**src/rtl/lcd_string_ctrl.sv**
```systemverilog
// lcd_string_ctrl: HD44780-style character LCD writer.
// Powers up the panel, then writes one character per accepted button press,
// wrapping the cursor across COLS x ROWS and servicing clear requests.
// Build option: define LCD_NIBBLE_MODE_EN for a 4-bit bus (two nibble transfers
// per byte on data[7:4]); the default build drives the full 8-bit bus.
module lcd_string_ctrl #(
  parameter int COLS         = 16,
  parameter int ROWS         = 2,
  parameter int E_PULSE_CYC  = 25,
  parameter int CMD_WAIT_CYC = 2000,
  parameter int CLR_WAIT_CYC = 80000,
  parameter int PWR_WAIT_CYC = 750000,
  parameter int DEB_CYC      = 500000
) (
  input  logic                                   clk,
  input  logic                                   reset,
  input  logic [7:0]                             data_btn,
  input  logic                                   button,
  input  logic                                   debounce_en,
  input  logic                                   clear_req,
  output logic                                   busy,
  output logic [(COLS>1 ? $clog2(COLS) : 1)-1:0] cursor_col,
  output logic                                   cursor_row,
  output logic                                   RW,
  output logic                                   RS,
  output logic                                   E,
  output logic [7:0]                             data
);

  localparam int CW    = (COLS > 1) ? $clog2(COLS) : 1;
  localparam int MAX_A = (PWR_WAIT_CYC > CLR_WAIT_CYC) ? PWR_WAIT_CYC : CLR_WAIT_CYC;
  localparam int MAX_B = (CMD_WAIT_CYC > E_PULSE_CYC) ? CMD_WAIT_CYC : E_PULSE_CYC;
  localparam int MAXC  = (MAX_A > MAX_B) ? MAX_A : MAX_B;
  localparam int CNT_W = $clog2(MAXC + 1);
  localparam int DEB_W = $clog2(DEB_CYC + 1);

  localparam logic [CNT_W-1:0] PWR_LAST = CNT_W'(PWR_WAIT_CYC - 1);
  localparam logic [CNT_W-1:0] E_LAST   = CNT_W'(E_PULSE_CYC - 1);
  localparam logic [CNT_W-1:0] CMD_LAST = CNT_W'(CMD_WAIT_CYC - 1);
  localparam logic [CNT_W-1:0] CLR_LAST = CNT_W'(CLR_WAIT_CYC - 1);
  localparam logic [DEB_W-1:0] DEB_LAST = DEB_W'(DEB_CYC - 1);
  localparam logic [DEB_W-1:0] DEB_SAT  = DEB_W'(DEB_CYC);
  localparam logic [CW-1:0]    COL_LAST = CW'(COLS - 1);

`ifdef LCD_NIBBLE_MODE_EN
  localparam bit       NIBBLE = 1'b1;
  localparam int       INIT_N = 5;
`else
  localparam bit       NIBBLE = 1'b0;
  localparam int       INIT_N = 4;
`endif
  localparam logic [2:0] INIT_LAST = 3'(INIT_N - 1);

  typedef enum logic [2:0] {PWR_WAIT, INIT, IDLE, WRITE, ADDR, CLEAR} state_t;
  typedef enum logic [1:0] {PH_SETUP, PH_PULSE, PH_HOLD, PH_WAIT} phase_t;

  state_t           state, state_n;
  phase_t           phase, phase_n;
  logic [CNT_W-1:0] cnt, cnt_n;
  logic [2:0]       init_idx, init_idx_n;
  logic             nib_lo, nib_lo_n;
  logic [7:0]       chr, chr_n;
  logic [CW-1:0]    col, col_n;
  logic             row, row_n;
  logic             clr_pend, clr_pend_n;

  logic [DEB_W-1:0] deb_cnt;
  logic             button_d;
  logic             press;

  logic [7:0]       init_byte, cur_byte, bus_byte;
  logic [CNT_W-1:0] wait_last;
  logic             single;
  logic             xfer_state;

  // Button history: previous level for edge mode, saturating high-time counter for debounce
  always_ff @(posedge clk) begin
    if (reset) begin
      button_d <= 1'b0;
      deb_cnt  <= '0;
    end else begin
      button_d <= button;
      if (!button)             deb_cnt <= '0;
      else if (deb_cnt != DEB_SAT) deb_cnt <= deb_cnt + 1'b1;
    end
  end

  // One acceptance per high period: counter saturates past DEB_LAST, edge needs a low first
  always_comb begin
    press = debounce_en ? (button && (deb_cnt == DEB_LAST)) : (button && !button_d);
  end

  // Byte being transferred in the current state, and what actually goes on the bus
  always_comb begin
    init_byte = 8'h00;
    case (init_idx)
`ifdef LCD_NIBBLE_MODE_EN
      3'd0: init_byte = 8'h20;
      3'd1: init_byte = 8'h28;
      3'd2: init_byte = 8'h0C;
      3'd3: init_byte = 8'h01;
      3'd4: init_byte = 8'h06;
`else
      3'd0: init_byte = 8'h38;
      3'd1: init_byte = 8'h0C;
      3'd2: init_byte = 8'h01;
      3'd3: init_byte = 8'h06;
`endif
      default: init_byte = 8'h00;
    endcase
    cur_byte = 8'h00;
    case (state)
      INIT:    cur_byte = init_byte;
      WRITE:   cur_byte = chr;
      ADDR:    cur_byte = {1'b1, row, 6'b0};
      CLEAR:   cur_byte = 8'h01;
      default: cur_byte = 8'h00;
    endcase
    bus_byte   = NIBBLE ? {(nib_lo ? cur_byte[3:0] : cur_byte[7:4]), 4'h0} : cur_byte;
    wait_last  = (cur_byte == 8'h01) ? CLR_LAST : CMD_LAST;
    // the very first nibble-mode init word is a lone high nibble
    single     = NIBBLE && (state == INIT) && (init_idx == 3'd0);
    xfer_state = (state == INIT) || (state == WRITE) || (state == ADDR) || (state == CLEAR);
  end

  // State register
  always_ff @(posedge clk) begin
    if (reset) begin
      state    <= PWR_WAIT;
      phase    <= PH_SETUP;
      cnt      <= '0;
      init_idx <= '0;
      nib_lo   <= 1'b0;
      chr      <= 8'h00;
      col      <= '0;
      row      <= 1'b0;
      clr_pend <= 1'b0;
    end else begin
      state    <= state_n;
      phase    <= phase_n;
      cnt      <= cnt_n;
      init_idx <= init_idx_n;
      nib_lo   <= nib_lo_n;
      chr      <= chr_n;
      col      <= col_n;
      row      <= row_n;
      clr_pend <= clr_pend_n;
    end
  end

  // Next state: power-up wait, idle dispatch, and the shared setup/pulse/hold/wait transfer
  always_comb begin
    state_n    = state;
    phase_n    = phase;
    cnt_n      = cnt;
    init_idx_n = init_idx;
    nib_lo_n   = nib_lo;
    chr_n      = chr;
    col_n      = col;
    row_n      = row;
    clr_pend_n = clr_pend;
    // clear during power-up/init is dropped since init clears anyway
    if (clear_req && ((state == WRITE) || (state == ADDR) || (state == CLEAR)))
      clr_pend_n = 1'b1;
    case (state)
      PWR_WAIT: begin
        if (cnt == PWR_LAST) begin
          state_n    = INIT;
          phase_n    = PH_SETUP;
          cnt_n      = '0;
          init_idx_n = '0;
          nib_lo_n   = 1'b0;
        end else begin
          cnt_n = cnt + 1'b1;
        end
      end
      IDLE: begin
        phase_n  = PH_SETUP;
        cnt_n    = '0;
        nib_lo_n = 1'b0;
        // clear outranks a press in the same cycle; that press is lost
        if (clr_pend || clear_req) begin
          state_n    = CLEAR;
          clr_pend_n = 1'b0;
        end else if (press) begin
          state_n = WRITE;
          chr_n   = data_btn;
        end
      end
      default: begin
        case (phase)
          PH_SETUP: begin
            phase_n = PH_PULSE;
            cnt_n   = '0;
          end
          PH_PULSE: begin
            if (cnt == E_LAST) begin
              phase_n = PH_HOLD;
              cnt_n   = '0;
            end else begin
              cnt_n = cnt + 1'b1;
            end
          end
          PH_HOLD: begin
            cnt_n = '0;
            // high nibble goes straight into the low nibble, no settle wait
            if (NIBBLE && !nib_lo && !single) begin
              phase_n  = PH_SETUP;
              nib_lo_n = 1'b1;
            end else begin
              phase_n = PH_WAIT;
            end
          end
          default: begin
            if (cnt == wait_last) begin
              cnt_n    = '0;
              phase_n  = PH_SETUP;
              nib_lo_n = 1'b0;
              case (state)
                INIT: begin
                  if (init_idx == INIT_LAST) begin
                    state_n = IDLE;
                    col_n   = '0;
                    row_n   = 1'b0;
                  end else begin
                    init_idx_n = init_idx + 1'b1;
                  end
                end
                WRITE: begin
                  if (col == COL_LAST) begin
                    col_n   = '0;
                    row_n   = (ROWS == 2) ? ~row : 1'b0;
                    state_n = ADDR;
                  end else begin
                    col_n   = col + 1'b1;
                    state_n = IDLE;
                  end
                end
                ADDR:  state_n = IDLE;
                CLEAR: begin
                  state_n = IDLE;
                  col_n   = '0;
                  row_n   = 1'b0;
                end
                default: state_n = IDLE;
              endcase
            end else begin
              cnt_n = cnt + 1'b1;
            end
          end
        endcase
      end
    endcase
  end

  // Outputs: bus is driven for the whole transfer, E only in the pulse phase
  always_comb begin
    busy       = (state != IDLE);
    RW         = 1'b0;
    RS         = 1'b0;
    E          = 1'b0;
    data       = 8'h00;
    cursor_col = col;
    cursor_row = row;
    if (xfer_state) begin
      E    = (phase == PH_PULSE);
      RS   = (state == WRITE);
      data = bus_byte;
    end
  end

endmodule

```
**config.mk**
```make
export PLATFORM = sky130hd
export DESIGN_NAME = lcd_string_ctrl
export DESIGN_NICKNAME = d
export VERILOG_FILES = /design/src/rtl/lcd_string_ctrl.sv
export SDC_FILE = /design/constraint.sdc
export NUM_CORES = 1
export LEC_CHECK = 0
export CORE_MARGIN = 4
export CORE_UTILIZATION = 45
export DETAILED_ROUTE_END_ITERATION = 6
export GPL_TIMING_DRIVEN = 0
export PLACE_DENSITY_LB_ADDON = 0.2
export SETUP_SLACK_MARGIN = 0.1
export SLEW_MARGIN = 10
export SYNTH_ARGS = -nofsm -noshare
export SYNTH_HDL_FRONTEND = slang
export SYNTH_SLANG_ARGS = --single-unit
```
**constraint.sdc**
```tcl
create_clock -name clk -period 2.8 [get_ports clk]
set_clock_uncertainty 0.05 [all_clocks]
set_input_delay 0.42 -clock clk [delete_from_list [all_inputs] [get_ports clk]]
set_output_delay 0.42 -clock clk [all_outputs]
set_load 0.02 [all_outputs]
```
# Word level (Yosys, flattened, before mapping)
# Cells that the tools add are included.
dict set report word_totals {
  reg_bits 62
  input_bits 13
  word_cells 116
}
dict set report classes {
  add_sub_neg 4
  eq_ne 27
  mux 41
  bitwise 6
  reduce_logical 28
}
# cell n
set op_table {}
lappend op_table {{case mux 20 bit (2 select lines)} 2}
lappend op_table {{2-to-1 mux 20 bit} 3}
lappend op_table {{2-to-1 mux 3 bit} 12}
lappend op_table {{case mux 8 bit (4 select lines)} 1}
lappend op_table {{case mux 6 bit (4 select lines)} 1}
lappend op_table {{adder 20 x 1 -> 20 bit, second input constant} 1}
lappend op_table {{== test 20 x 17 -> 1 bit} 1}
lappend op_table {{== test 20 bit, second input constant} 1}
lappend op_table {{== test 20 x 5 -> 1 bit, second input constant} 1}
lappend op_table {{adder 19 x 1 -> 19 bit, second input constant} 1}
lappend op_table {{== test 19 bit, second input constant} 1}
lappend op_table {{inequality test 19 bit, second input constant} 1}
lappend op_table {{case mux 3 bit (2 select lines)} 3}
lappend op_table {{2-to-1 mux 17 bit} 1}
lappend op_table {{== test 3 x 2 -> 1 bit, second input constant} 4}
lappend op_table {{case mux 4 bit (3 select lines)} 1}
lappend op_table {{AND reduction 6 bit} 2}
lappend op_table {{AND reduction 5 bit} 2}
lappend op_table {{== test 8 x 1 -> 1 bit, second input constant} 1}
lappend op_table {{2-to-1 mux 1 bit} 8}
lappend op_table {{2-to-1 mux 4 bit} 2}
lappend op_table {{2-to-1 mux 8 bit} 1}
lappend op_table {{== test 3 x 1 -> 1 bit, second input constant} 2}
lappend op_table {{== test 3 bit, second input constant} 2}
lappend op_table {{other kinds (28)} 51}

# Logic depth before layout (Yosys ltp)
dict set report logic_depth {
  ltp_word 9
  mapped_depth 10
  depth_no_buf 9
}

# Worst setup path after synthesis
# No wires, ideal clock.
dict set report synth_timing {
  kind {flip-flop to flip-flop}
  start {reg init_idx[0]}
  end {reg state[1]}
  setup_ps 131
  arrival_ps 2236
  required_time_ps 2619
  path_slack_ps 384
  path_stages_with_launch 10
  n_path_buf 0
  cell_sequence {dfxtp_1 -> inv_1 -> ha_1 -> o21ba_1 -> a32o_1 -> a211oi_1 -> nand2_1 -> or3_1 -> a31oi_1 -> nor3_1}
}
dict set report synth_between {
  elab_chain_cells 8
}
# element line_no
set synth_rtl {}
lappend synth_rtl {{from (decl)} 60} ;# logic [2:0] init_idx, init_idx_n;
lappend synth_rtl {{from (signal assigned)} 142} ;# init_idx <= init_idx_n;
lappend synth_rtl {{== test 3 x 2 -> 1 bit, or another cell as far along} {96, 221}}
lappend synth_rtl {{case mux 6 bit (4 select lines)} 96} ;# case (init_idx)
lappend synth_rtl {{case mux 8 bit (4 select lines)} 112} ;# case (state)
lappend synth_rtl {{== test 8 x 1 -> 1 bit} 120} ;# wait_last = (cur_byte == 8'h01) ? CLR_LAST : CMD_LAST;
lappend synth_rtl {{2-to-1 mux 17 bit} 120}
lappend synth_rtl {{== test 20 x 17 -> 1 bit} 215} ;# if (cnt == wait_last) begin
lappend synth_rtl {{nonzero test 3 bit (no line)} -}
lappend synth_rtl {{AND reduction 5 bit (no line) *} -}
lappend synth_rtl {{to (signal assigned)} 139} ;# state <= state_n;
lappend synth_rtl {{to (decl)} 57} ;# state_t state, state_n;
# Mark *: on every way between the ends. The rest lies on a longest branch, timed or not.
# A chain may end at the register's enable or synchronous reset.

# Worst setup path after layout
dict set report layout_timing {
  start {reg init_idx[0]}
  end {out data[3]}
}
dict set report layout_between {
  elab_chain_cells 4
}
# element line_no
set layout_rtl {}
lappend layout_rtl {{== test 3 x 2 -> 1 bit, or another cell as far along} 96}
lappend layout_rtl {{case mux 6 bit (4 select lines) *} 96}
lappend layout_rtl {{case mux 8 bit (4 select lines) *} 112}
lappend layout_rtl {{2-to-1 mux 8 bit *} 265} ;# if (xfer_state) begin
lappend layout_rtl {{to (decl)} 27} ;# output logic [7:0] data
# Marked as above.

==> summary.md <==
| Metric | Value |
|---|---|
| Setup CP Type | `reg2out` |
| XOR/XNOR Fraction of Synth Area | `8.70%` |
| Initial antenna violation count | `0` |
| Yosys warns | `0` |
| Critical Path Source Type | `flop` |
| RSZ-0062 raised after global routing | `yes` |
| Mapped Area | `3520 um2` |
| Final setup fails | `0` |
| Tcrit/Tclk final | `91.0%` |
| CTS tree | `done` |
| Slew @ Worst Pin | `0.739 ns` |
| Cell with the most instances after synthesis | `dfxtp_1` |
| Share of layout cells above drive strength 1 | `10.4%` |
| Initial core utilization | `45.8%` |
| Num Clock Sinks | `62` |
| Port Buffer Count | `28` |
| Shortest period the worst path allows | `2.55 ns` |
| Drt total wl | `8080 um` |
| Main combinational cell family by area after synthesis | `simple AND/OR/NAND/NOR gates` |
| Layout area overhead | `18.6%` |
| Post-route setup TNS | `0 ns` |
| Root Driver | `clkbuf_8` |
| Gr usage total | `18.4%` |
| CTS Hold Bufs | `0` |
| Global-route wire length before repair | `13,600 um` |
| Power Density | `421 nW/um2` |
| Placed cell areas | `3930 um2` |
| Die X-Extent | `96.5 um` |
| Critical Path Sink Type | `primary output` |
| Top cell type's share of synthesized area | `35.2%` |
| Leading post-synthesis cells by cell area | `dfxtp_1 35%, xor2_1 6.0%, ha_1 5.3%` |
| Post-synth EDFFs | `0` |
| Total Power | `1760 uW` |
| Outcome | `complete, no violations` |
| MaxCap Viol Count | `0` |
| Initial DRC count | `215` |
| Syn_area_per_cell | `8.27 um2` |
| Grt ovf | `0` |
| Netlist cell types | `60` |
| Normalized max-slew margin | `50.3%` |
| Final net count | `493` |
| Top FF cell, synth | `dfxtp_1` |
| Total core area | `7690 um2` |
| Latest clock arrival within the worst-skew pair | `0.34 ns` |
| Hold Path Sink | `chr[6]` |
| Routability cong. | `0.863` |
| Fin Hold WS | `0.448 ns` |
| #FFs+latches synth | `62` |
| CTS Buf Count | `9` |
| Syn_nets | `454` |
| Synth cell count leaders | `62 x dfxtp_1, 46 x nor2_1, 35 x nor3_1, 34 x nand2_1, 24 x xor2_1` |
| Routed wire per std cell | `14.1 um` |
| Hold_sp | `chr[6]` |
| R2r setup slk | `0.25 ns` |
| Cell taking the most area after synthesis | `dfxtp_1` |
| Post-route ant nets | `0` |
| Crit path DAT | `2.08 ns` |
| DR DRC count | `0` |
| Hold Crit Class | `reg2reg` |
| Synth Instances | `426` |
| First drt pass iteration count | `4` |
| Synth Area in Adders | `5.33%` |
| Crit path launch | `init_idx[0]` |
| Final instance area | `4180 um2` |
| Mux cell area share after synthesis | `4.26%` |
| Row Count | `32` |
| Sequential element share of the synthesized area | `35.2%` |
| H-Tree Depth | `3` |
| RR Endpoint | `cursor_col[0]` |
| DP HPWL | `5970 um` |
| Die H | `96.5 um` |
| Largest net degree at the start of global routing | `13` |
| CP Data Required Time | `2.33 ns` |
| Vias per std cell | `5.43` |
| Post-synthesis compound-gate area fraction | `10.8%` |
| Die Footprint | `9310 um2` |
| Fin. max-slew vios | `0` |
| R2R cell count | `9` |
| Fmax achieved | `392 MHz` |
| Routed vias | `3,106` |
| Static Leak | `0.00167 uW` |
| Vias in the first global route | `2,957` |
| Synth async-reset ratio | `0%` |
| Fin. Hold Viols | `0` |
| Post-Synth Simple-Gate Area | `31.3%` |
| Worst-path clk slew | `0.08 ns` |
| Worst-path fanout max | `4` |
| Clk buf depth | `2` |
| I/O pins | `30` |
| Worst reg2reg startpoint | `init_idx[0]` |
| Diode count | `0` |
| VDD IR-drop max | `0.237 mV` |
| Hold Path Cell Cnt | `2` |
==> area by class of cell <==
cell class | count | area, um2
clock inverter | 6 | 71.3
tap | 102 | 128
fill | 735 | 3510
inverter | 16 | 60.1
multi-input combinational | 327 | 2150
timing repair buffer | 28 | 292
buffer | 21 | 98.8
sequential | 62 | 1240
clock buffer | 10 | 138
==> registers in the layout, summed over array words and instances, names as in the netlist <==
signal	flops
cursor_col	4
chr	8
cursor_row	1
init_idx	3
cnt	20
phase	2
deb_cnt	19
clr_pend	1
state	3
button_d	1
==> placed cells by master, fill, tap and decap left out, drive strengths merged, types with 16 or more instances in the layout <==
master / synthesis / final
clkbuf: 12 / 22
clkdlybuf4s50: 0 / 22
dfxtp: 62 / 62
inv: 16 / 16
nand2: 34 / 34
nand3: 23 / 23
nor2: 47 / 47
nor3: 38 / 38
xor2: 24 / 24
==> power by group <==
group / total (uW) / switching [uW] / internal [uW]
Sequential: 893 / 5.92 / 887
Combinational: 56.2 / 29.4 / 26.8
Clock: 811 / 372 / 439
Total: 1760 / 407 / 1350
==> kinds of logic after synthesis <==
kind of cell / after synthesis
buf+inv: 37
simple gates: 208
mux: 15
other cells: 1
fa+ha+maj: 15
xor+xnor: 35
compound gates: 53
flops: 62
==> metrics by stage <==
step / instances / worst slack [ns] / util [%]
6_report: 572 / 0.251 / 54.3
5_1_grt: 572 / 0.0464 / 54.3
2_1_floorplan: 426 / 0.384 / -
3_5_place_dp: 556 / 0.120 / 51.1
4_1_cts: 572 / 0.120 / 53.9
3_3_place_gp: 556 / 0.175 / 51.1
==> layer usage <==
metal  GRT usage, %  vias to the layer above  wire length (um)
met4           7.13                        0               108
met2           30.2                       62              3830
met3           4.18                        9               339
li1               -                     1577                 -
met5              0                        -                 0
met1           23.4                     1458              3810
==> critical path: stages, from the launching register on <==
cell,delay [ns]
dfxtp_1,0.39
inv_1,0.10
ha_1,0.22
o21ba_1,0.19
a32o_1,0.30
clkdlybuf4s50_1,0.55
==> worst max-delay path by stage <==
stage / depth (start not counted) / to / slack, ns
after CTS: 5 / data[4] / 0.12
final: 5 / data[3] / 0.25
after global placement: 9 / state[1] / 0.17
after detailed placement: 9 / init_idx[0] / 0.12
after floorplan: 9 / state[1] / 0.38
after global routing: 10 / cnt[19] / 0.05
==> what timing repair did <==
| action | CTS | global route |
|---|---|---|
| setup buffers | 0 | 0 |
| setup endpoints to repair | 5 | 43 |
| gates resized for setup | 3 | 14 |
| pin swaps | 0 | 0 |
No activity file was read; power rests on OpenSTA's default activity.
